==> src/rtl/lcd_init_sequencer.sv <==
// Panel bring-up: RESX pulse, init command ROM with ms delays, then one frame of 9-bit pixel words over valid/ready.
// WORD/WORD_VALID are registered and held under backpressure; define COLOR_BARS_EN for 8 vertical bars instead of FILL_RGB.
module lcd_init_sequencer #(
   parameter int unsigned MS_CYCLES     = 16000,
   parameter int unsigned RESET_LOW_MS  = 1,
   parameter int unsigned RESET_WAIT_MS = 120,
   parameter int unsigned WIDTH         = 240,
   parameter int unsigned HEIGHT        = 320,
   parameter logic [17:0] FILL_RGB      = 18'h20E31
) (
   input  logic       CLK,
   input  logic       RST_N,
   input  logic       RESTART,
   output logic       RESX,
   output logic [8:0] WORD,
   output logic       WORD_VALID,
   input  logic       WORD_READY,
   output logic       BUSY,
   output logic       FRAME_DONE
);
   typedef enum logic [2:0] {RST_LOW, RST_WAIT, INIT, FILL, DONE} state_t;

   localparam logic [1:0]  T_CMD    = 2'd0;
   localparam logic [1:0]  T_DAT    = 2'd1;
   localparam logic [1:0]  T_DLY    = 2'd2;
   localparam logic [4:0]  ROM_LEN  = 5'd21;
   localparam logic [26:0] MS_LAST  = 27'(MS_CYCLES - 1);
   localparam logic [19:0] LAST_PIX = 20'(WIDTH * HEIGHT - 1);
   localparam logic [15:0] W_LAST   = 16'(WIDTH - 1);
   localparam logic [15:0] H_LAST   = 16'(HEIGHT - 1);

   function automatic logic [9:0] rom(input logic [4:0] i);
      case (i)
         5'd0:    rom = {T_CMD, 8'h01};
         5'd1:    rom = {T_DLY, 8'd150};
         5'd2:    rom = {T_CMD, 8'h11};
         5'd3:    rom = {T_DLY, 8'd120};
         5'd4:    rom = {T_CMD, 8'h3A};
         5'd5:    rom = {T_DAT, 8'h66};
         5'd6:    rom = {T_CMD, 8'h36};
         5'd7:    rom = {T_DAT, 8'h00};
         5'd8:    rom = {T_CMD, 8'h2A};
         5'd9:    rom = {T_DAT, 8'h00};
         5'd10:   rom = {T_DAT, 8'h00};
         5'd11:   rom = {T_DAT, W_LAST[15:8]};
         5'd12:   rom = {T_DAT, W_LAST[7:0]};
         5'd13:   rom = {T_CMD, 8'h2B};
         5'd14:   rom = {T_DAT, 8'h00};
         5'd15:   rom = {T_DAT, 8'h00};
         5'd16:   rom = {T_DAT, H_LAST[15:8]};
         5'd17:   rom = {T_DAT, H_LAST[7:0]};
         5'd18:   rom = {T_CMD, 8'h29};
         5'd19:   rom = {T_DLY, 8'd10};
         default: rom = {T_CMD, 8'h2C};
      endcase
   endfunction

   state_t      state_q, state_d;
   logic [8:0]  wd_q, wd_d;
   logic        vld_q, vld_d;
   logic [4:0]  idx_q, idx_d;
   logic [26:0] cyc_q, cyc_d, cyc_nx;
   logic [7:0]  ms_q, ms_d, ms_nx;
   logic [7:0]  dly_q, dly_d;
   logic        dlying_q, dlying_d;
   logic [19:0] pix_q, pix_d;
   logic [1:0]  sub_q, sub_d;

   logic [7:0]  tgt;
   logic        expired, slot_free, xfer, fetch;
   logic [9:0]  ent;
   logic [1:0]  ld_sub;
   logic [17:0] ld_rgb;
   logic [5:0]  ld_comp;
   logic [8:0]  pix_word;

   // Cycle counter wraps every millisecond; ms_q counts whole ms against the current target.
   assign cyc_nx    = (cyc_q == MS_LAST) ? '0 : cyc_q + 27'd1;
   assign ms_nx     = (cyc_q == MS_LAST) ? ms_q + 8'd1 : ms_q;
   assign tgt       = (state_q == RST_LOW)  ? 8'(RESET_LOW_MS)  :
                      (state_q == RST_WAIT) ? 8'(RESET_WAIT_MS) : dly_q;
   assign expired   = (cyc_q == MS_LAST) && (ms_q == tgt - 8'd1);
   assign xfer      = vld_q & WORD_READY;
   assign slot_free = ~vld_q | WORD_READY;
   assign ent       = rom(idx_q);

   // Component of the pixel word about to be loaded (first load comes from INIT).
   assign ld_sub   = (state_q == FILL && sub_q != 2'd2) ? sub_q + 2'd1 : 2'd0;
   assign ld_comp  = (ld_sub == 2'd0) ? ld_rgb[17:12] :
                     (ld_sub == 2'd1) ? ld_rgb[11:6]  : ld_rgb[5:0];
   assign pix_word = {1'b1, ld_comp, 2'b00};

`ifdef COLOR_BARS_EN
   logic [9:0]  col_q, ld_col;
   logic [12:0] bar_div;
   logic [2:0]  bar;

   assign ld_col  = (state_q != FILL)             ? 10'd0 :
                    (sub_q != 2'd2)               ? col_q :
                    (col_q == 10'(WIDTH - 1))     ? 10'd0 : col_q + 10'd1;
   assign bar_div = {ld_col, 3'b000} / 13'(WIDTH);
   assign bar     = bar_div[2:0];
   assign ld_rgb  = {{6{bar[2]}}, {6{bar[1]}}, {6{bar[0]}}};

   always_ff @(posedge CLK or negedge RST_N) begin
      if (!RST_N)
         col_q <= '0;
      else if (RESTART || state_q != FILL)
         col_q <= '0;
      else if (xfer)
         col_q <= ld_col;
   end
`else
   assign ld_rgb = FILL_RGB;
`endif

   always_ff @(posedge CLK or negedge RST_N) begin
      if (!RST_N) begin
         state_q  <= RST_LOW;
         wd_q     <= '0;
         vld_q    <= 1'b0;
         idx_q    <= '0;
         cyc_q    <= '0;
         ms_q     <= '0;
         dly_q    <= '0;
         dlying_q <= 1'b0;
         pix_q    <= '0;
         sub_q    <= '0;
      end else begin
         state_q  <= state_d;
         wd_q     <= wd_d;
         vld_q    <= vld_d;
         idx_q    <= idx_d;
         cyc_q    <= cyc_d;
         ms_q     <= ms_d;
         dly_q    <= dly_d;
         dlying_q <= dlying_d;
         pix_q    <= pix_d;
         sub_q    <= sub_d;
      end
   end

   always_comb begin
      state_d  = state_q;
      wd_d     = wd_q;
      vld_d    = vld_q;
      idx_d    = idx_q;
      cyc_d    = cyc_q;
      ms_d     = ms_q;
      dly_d    = dly_q;
      dlying_d = dlying_q;
      pix_d    = pix_q;
      sub_d    = sub_q;
      fetch    = 1'b0;

      case (state_q)
         RST_LOW, RST_WAIT: begin
            if (expired) begin
               state_d = (state_q == RST_LOW) ? RST_WAIT : INIT;
               cyc_d   = '0;
               ms_d    = '0;
            end else begin
               cyc_d = cyc_nx;
               ms_d  = ms_nx;
            end
         end
         INIT: begin
            if (dlying_q) begin
               if (expired) begin
                  dlying_d = 1'b0;
                  fetch    = 1'b1;
               end else begin
                  cyc_d = cyc_nx;
                  ms_d  = ms_nx;
               end
            end else begin
               fetch = slot_free;
            end
            if (fetch) begin
               if (idx_q == ROM_LEN) begin
                  state_d = FILL;
                  wd_d    = pix_word;
                  vld_d   = 1'b1;
                  pix_d   = '0;
                  sub_d   = '0;
               end else begin
                  idx_d = idx_q + 5'd1;
                  if (ent[9:8] == T_DLY) begin
                     vld_d    = 1'b0;
                     dlying_d = 1'b1;
                     dly_d    = ent[7:0];
                     cyc_d    = '0;
                     ms_d     = '0;
                  end else begin
                     wd_d  = {(ent[9:8] == T_DAT), ent[7:0]};
                     vld_d = 1'b1;
                  end
               end
            end
         end
         FILL: begin
            if (xfer) begin
               if (sub_q == 2'd2 && pix_q == LAST_PIX) begin
                  state_d = DONE;
                  vld_d   = 1'b0;
               end else begin
                  wd_d  = pix_word;
                  sub_d = ld_sub;
                  if (sub_q == 2'd2)
                     pix_d = pix_q + 20'd1;
               end
            end
         end
         default: vld_d = 1'b0;
      endcase

      // Restart wins over any transfer in the same cycle; the pending word is dropped.
      if (RESTART) begin
         state_d  = RST_LOW;
         wd_d     = '0;
         vld_d    = 1'b0;
         idx_d    = '0;
         cyc_d    = '0;
         ms_d     = '0;
         dly_d    = '0;
         dlying_d = 1'b0;
         pix_d    = '0;
         sub_d    = '0;
      end
   end

   assign RESX       = (state_q != RST_LOW);
   assign BUSY       = (state_q != DONE);
   assign WORD       = wd_q;
   assign WORD_VALID = vld_q;
   assign FRAME_DONE = (state_q == FILL) && xfer && (sub_q == 2'd2) &&
                       (pix_q == LAST_PIX) && !RESTART;

endmodule

==> config.mk <==
export PLATFORM = sky130hd
export DESIGN_NAME = lcd_init_sequencer
export DESIGN_NICKNAME = d
export VERILOG_FILES = /design/src/rtl/lcd_init_sequencer.sv
export SDC_FILE = /design/constraint.sdc
export NUM_CORES = 1
export LEC_CHECK = 0
export ABC_AREA = 1
export CORE_AREA = 8 8 160 162
export CTS_CLUSTER_DIAMETER = 200
export DETAILED_ROUTE_END_ITERATION = 16
export DIE_AREA = 0 0 168 170
export SLEW_MARGIN = 5
export SYNTH_ARGS = -nofsm -noshare
export SYNTH_HDL_FRONTEND = slang
export SYNTH_SLANG_ARGS = --single-unit
==> constraint.sdc <==
create_clock -name CLK -period 2.4 [get_ports CLK]
set_input_delay 0.72 -clock CLK [delete_from_list [all_inputs] [get_ports CLK]]
set_output_delay 0.72 -clock CLK [all_outputs]
set_load 0.005 [all_outputs]
== Word-level counts from Yosys, hierarchy flattened ==
Memories as Yosys holds them, arrays and structs flattened.
Index checks and enable logic that the tools add are counted.
Widths: inputs -> output; s select.
Word-level totals
  output and inout bits: 13
  flip-flop bits (word level): 84
  word-level logic and storage cells: 145
  memory bits (read-only): 320
  input bits: 4
  memories kept: 1
Operators by class
  equal/unequal tests: 23
  muxes and demuxes: 77
  reductions and logical operators: 25
  add/sub/neg operators: 6
  bitwise logic cells: 3
Memories
  (name not given): depth 32, width 10, rd ports 1, clocked after memory_dff 0, wr ports 0, RTL line 33  | case (i)
Operators with widths (count)
  $mux 27: 8
  $mux 20: 6
  $mux 8: 15
  $mux 9: 6
  $pmux 27 s2: 1
  $pmux 20 s2: 1
  $add 27x1->27 const B: 1
  $eq 27x14->1 const B: 1
  $mux 5: 5
  $ne 3x3->1 const B: 7
  $add 20x1->20 const B: 1
  $eq 20x17->1 const B: 1
  $mux 3: 6
  $pmux 9 s2: 1
  $mux 1: 16
  $pmux 8 s2: 1
  $mux 2: 7
  $reduce_and 6->1: 2
  $reduce_and 5->1: 2
  $pmux 3 s3: 1
  $reduce_bool 3->1: 3
  $add 8x1->8 const B: 1
  $eq 8x8->1: 1
  $reduce_and 4->1: 2
  other kinds (25): 38

== Depth between registers and ports, before layout ==
  depth after elaboration: 13
  gate-level depth with buffers: 22
  depth with buffers taken out: 21

== Least setup slack after synthesis ==
No wires, ideal clock.
  path kind: register -> register
  start point: register state_q[2]
  end point: register pix_q[12]
  arrival: 2343 ps
  clock period less this slack: 2460 ps
  library setup time: 117 ps
  data required time: 2283 ps
  cell stages (with the launch flop): 19
  setup slack: -60 ps
  buffers on the path: 1
  cell sequence: dfrtp_1 nor2_4 nand2_4 nand2_2 inv_1 ha_1 xor2_1 nand3_1 nor2_1 nand3_1 nor2_1 nand2_2 nand2_4 nand2_2 nand2_4 nand3_2 buf_2 nand2_1 nand2_1
On the way
  word-level cells in the longest chain between the ends: 11
  elaborated cells on any way between the ends: 21
  those cells by class: add/sub (1); eq/ne (9); mux (7); reduce/logical (4)
RTL lines
  start: declaration: RTL line 58  | state_t state_q, state_d;
  start signal: assignment: RTL line 130  | state_q <= state_d;
  $eq 3x1->1: RTL line 81  | (state_q == RST_WAIT) ? 8'(RESET_WAIT_MS) : dly_q;
  $mux 8: RTL line 81
  $mux 8: RTL line 80  | assign tgt = (state_q == RST_LOW) ? 8'(RESET_LOW_MS) :
  $sub 8x1->8: RTL line 82  | assign expired = (cyc_q == MS_LAST) && (ms_q == tgt - 8'd1);
  $eq 8x8->1: RTL line 82
  $logic_and 1x1->1: RTL line 82
  $mux 1: RTL line 169  | if (expired) begin
  $mux 1: RTL line 168  | if (dlying_q) begin
  $mux 1: RTL line 156  | case (state_q)
  $ne 3x3->1 (no line)
  $reduce_and 6->1 (no line)
  end signal: assignment: RTL line 138  | pix_q <= pix_d;
  end: declaration: RTL line 66  | logic [19:0] pix_q, pix_d;
Several ways; a longest one is shown, not always the timed one. The select of a mux whose other input is x is not followed.
A chain may end at the register's enable or synchronous reset.

== Worst setup path in the final report ==
  start point: register pix_q[0]
  end point: output FRAME_DONE
On the way
  word-level cells in the longest chain between the ends: 3
RTL lines
  $eq 20x17->1: RTL line 237  | (pix_q == LAST_PIX) && !RESTART;
  $logic_and 1x1->1: RTL line 236  | assign FRAME_DONE = (state_q == FILL) && xfer && (sub_q == 2'd2) &&
  $logic_and 1x1->1: RTL line 237
  end: declaration: RTL line 19  | output logic FRAME_DONE
Every way passes these cells.

==> impl_metrics.env <==
export IMPL_initial_utilization_pct=29.4
export IMPL_drv_cap=0
export IMPL_grt_pass1_vias=7485
export IMPL_grt_first_pass_wirelength_mm=37.1
export IMPL_synth_area_leader_cell="dfrtp_1"
export IMPL_arrival_ns=1.91
export IMPL_portBuffers=16
export IMPL_post_drt_wl_per_cell_um=15.0
export IMPL_grt_usage_pct=15.7
export IMPL_ys_seq_area_share_pct=31.0
export IMPL_dr_pass1_iters=5
export IMPL_maxSlewHeadroom_pct=61.4
export IMPL_synth_edf_count=0
export IMPL_tritoncts="done"
export IMPL_cp_max_fo=2
export IMPL_die_x_um=168
export IMPL_clk_latency_ns=0.36
export IMPL_post_synth_instance_area_um2=6770
export IMPL_drv_slew=0
export IMPL_synth_ff_type="dfrtp_1"
export IMPL_cp_required_ns=1.68
export IMPL_fin_skew_ns=0.00772
export IMPL_die_area_um2=28600
export IMPL_crit_type="register to output port"
export IMPL_max_freq_ghz=0.380
export IMPL_period_share_pct=110
export IMPL_grt_max_degree=40
export IMPL_power_density_nw_per_um2=817
export IMPL_drt_iter0_drc=506
export IMPL_ys_ff_latch=84
export IMPL_synthCells=1054
export IMPL_root_buffer="clkbuf_16"
export IMPL_setup_slack_ns=-0.230
export IMPL_final_cell_area_um2=9500
export IMPL_crit_path_end_kind="output port"
export IMPL_hp_class="primary input to asynchronous set/reset pin"
export IMPL_syn_num_nets=1070
export IMPL_min_period_ns=2.63
export IMPL_rows=56
export IMPL_dp_hpwl_mm=15.0
export IMPL_netlist_area_leader_share_pct=31.0
export IMPL_rsz0062_at_grt="yes"
export IMPL_cts_buffers=9
export IMPL_finalNetCount=1212
export IMPL_gp_congestion=0.928
export IMPL_drive_above_1_share_pct=28.4
export IMPL_finalHoldViolations=0
export IMPL_async_flop_share_pct=100
export IMPL_setup_viol=64
export IMPL_die_y_um=170
export IMPL_synth_area_leaders="dfrtp_1, nand2_1, nand3_1"
export IMPL_ioPinCount=17
export IMPL_vias=7547
export IMPL_status="finished with violations"
export IMPL_hold_buffers=0
export IMPL_drcViolationCount=0
export IMPL_ys_types=42
export IMPL_place_area_um2=8090
export IMPL_start_kind="register"
export IMPL_tightest_slew_ns=0.580
export IMPL_clockBufferDepth=2
export IMPL_syn_to_final_growth_pct=40.3
export IMPL_core_area_um2=23100
export IMPL_antenna_found_initial=0
export IMPL_ir_worst_vdd_mv=0.328
export IMPL_wl_mm=22.3
export IMPL_p_leak_nw=4.48
export IMPL_gr_total_overflow=0
export IMPL_clk_pin_slew_ns=0.07
export IMPL_cts_sinks=84
export IMPL_synth_avg_cell_area_um2=6.42
export IMPL_n_fill_cell=2353
export IMPL_htree_levels=3
export IMPL_violations="negative setup slack"
export IMPL_hold_slack_ns=0.302
export IMPL_yosys_warnings=0
export IMPL_postRouteAntennaNets=0
export IMPL_antenna_diode_count=0
export IMPL_routed_via_density=5.06
-- state kept, by name, indices dropped and copies added, names as in the netlist --
name	cells
idx_q	5
dlying_q	1
dly_q	8
WORD_VALID	1
WORD	9
ms_q	8
state_q	3
pix_q	20
cyc_q	27
sub_q	2
-- per-stage QoR --
| stage | util, % | setup slack (ns) | setup TNS [ns] | cells | power, mW |
|---|---|---|---|---|---|
| floorplan | - | -0.00249 | -0.0238 | 1054 | 4.05 |
| global placement | 35.1 | -0.515 | -6.37 | 1439 | 5.39 |
| detailed placement | 35.1 | -0.477 | -8.67 | 1439 | 5.44 |
| CTS | 39.3 | -0.253 | -2.61 | 1488 | 7.53 |
| global route | 41.2 | -0.353 | -18.31 | 1491 | 8.33 |
| finish | 41.2 | -0.230 | -2.21 | 1491 | 7.76 |
-- worst max-delay path, cell delays in order (launching register included) --
cell	delay, ns
dfrtp_1	0.39
ha_4	0.17
nand2_4	0.06
nor2_4	0.11
nand3_2	0.10
nor2_2	0.11
nand4_1	0.15
nor2_1	0.15
nand2_1	0.10
nor2_2	0.09
buf_2	0.12
-- kinds of logic after synthesis --
group,share of synthesized area [%]
AND/OR/NAND/NOR,44.3
flip-flops,31.0
AO/OA/AOI/OAI,9.48
adder cells (fa/ha/maj),2.22
buffers and inverters,8.46
XOR/XNOR,4.47
-- power by group --
group	internal [mW]	total, mW	leakage (nW)	switching [mW]
combinational	1.83	4.36	3.18	2.54
sequential	1.67	1.92	1.15	0.251
clock	0.813	1.47	0.142	0.660
-- layout make-up --
class                   instances  area, um^2  area share (%)
flip-flops and latches         84        2100            22.1
inverters                     100         375            3.95
well taps                     290         363            3.82
multi-input cells             834        4770            50.2
repair buffers                167        1580            16.7
clock buffers                   9         225            2.37
clock inverters                 7        76.3           0.804
-- cell usage after synthesis, types with 6 or more instances --
library cell	instances
a21oi_1	17
buf_2	8
clkbuf_1	22
dfrtp_1	84
ha_1	12
inv_1	90
inv_2	6
nand2_1	325
nand2_2	9
nand2_4	7
nand3_1	91
nand3b_1	9
nand4_1	50
nor2_1	113
nor3_1	29
nor4_1	14
o21ai_0	59
o21ai_1	35
xnor2_1	6
xor2_1	26
-- cell usage in the layout, fill, tap and decap left out, drive strengths merged --
| cell | synthesis | layout |
|---|---|---|
| nor2 | 121 | 121 |
| o211ai | 1 | 1 |
| nand3b | 9 | 9 |
| nand2 | 341 | 343 |
| nand3 | 94 | 94 |
| o21a | 1 | 1 |
| clkdlybuf4s50 | 0 | 12 |
| a22o | 1 | 1 |
| clkbuf | 22 | 10 |
| xnor3 | 1 | 1 |
| or2 | 4 | 4 |
| nand4 | 51 | 52 |
| nor3 | 29 | 29 |
| o32a | 1 | 1 |
| a31oi | 1 | 1 |
| a211oi | 1 | 1 |
| dlygate4sd2 | 0 | 1 |
| bufinv | 0 | 1 |
| xnor2 | 6 | 6 |
| o21ai | 94 | 94 |
| nor3b | 1 | 1 |
| o31a | 1 | 1 |
| xor2 | 26 | 26 |
| ha | 12 | 12 |
| dlymetal6s2s | 0 | 1 |
| nor4 | 14 | 14 |
| inv | 96 | 97 |
| dfrtp | 84 | 84 |
| buf | 17 | 152 |
| a22oi | 2 | 2 |
| clkinvlp | 0 | 2 |
| a211o | 1 | 1 |
| a21oi | 17 | 17 |
| clkinv | 4 | 7 |
| o22ai | 1 | 1 |
-- per-layer routing --
| metal | up-vias | wire (um) | track usage, % |
|---|---|---|---|
| li1 | 3764 | - | - |
| met1 | 3587 | 10100 | 19.7 |
| met2 | 161 | 10900 | 26.8 |
| met3 | 35 | 930 | 2.80 |
| met4 | 0 | 425 | 4.93 |
| met5 | - | 0 | 0 |
-- timing repair --
action,CTS,global route
endpoints found under the setup margin,84,86
cloned,9,2
buffers inserted,31,5
resized for setup,90,135
pin swaps,24,75
-- final timing paths --
path	start	end	slack [ns]	cells past startpoint
worst max-delay path	pix_q[0]$_DFFE_PN0P_	FRAME_DONE	-0.23	10
max in group asynchronous	RST_N	cyc_q[24]$_DFFE_PN0P_	1.47	2
worst min-delay path	RST_N	cyc_q[4]$_DFFE_PN0P_	0.30	1
worst max register to register	pix_q[0]$_DFFE_PN0P_	state_q[0]$_DFFE_PN0P_	-0.12	19
worst min register to register	WORD[5]$_DFFE_PN0P_	WORD[5]$_DFFE_PN0P_	0.49	2
min in group CLK	WORD[5]$_DFFE_PN0P_	WORD[5]$_DFFE_PN0P_	0.49	2
(Power assumes the default switching activity.)
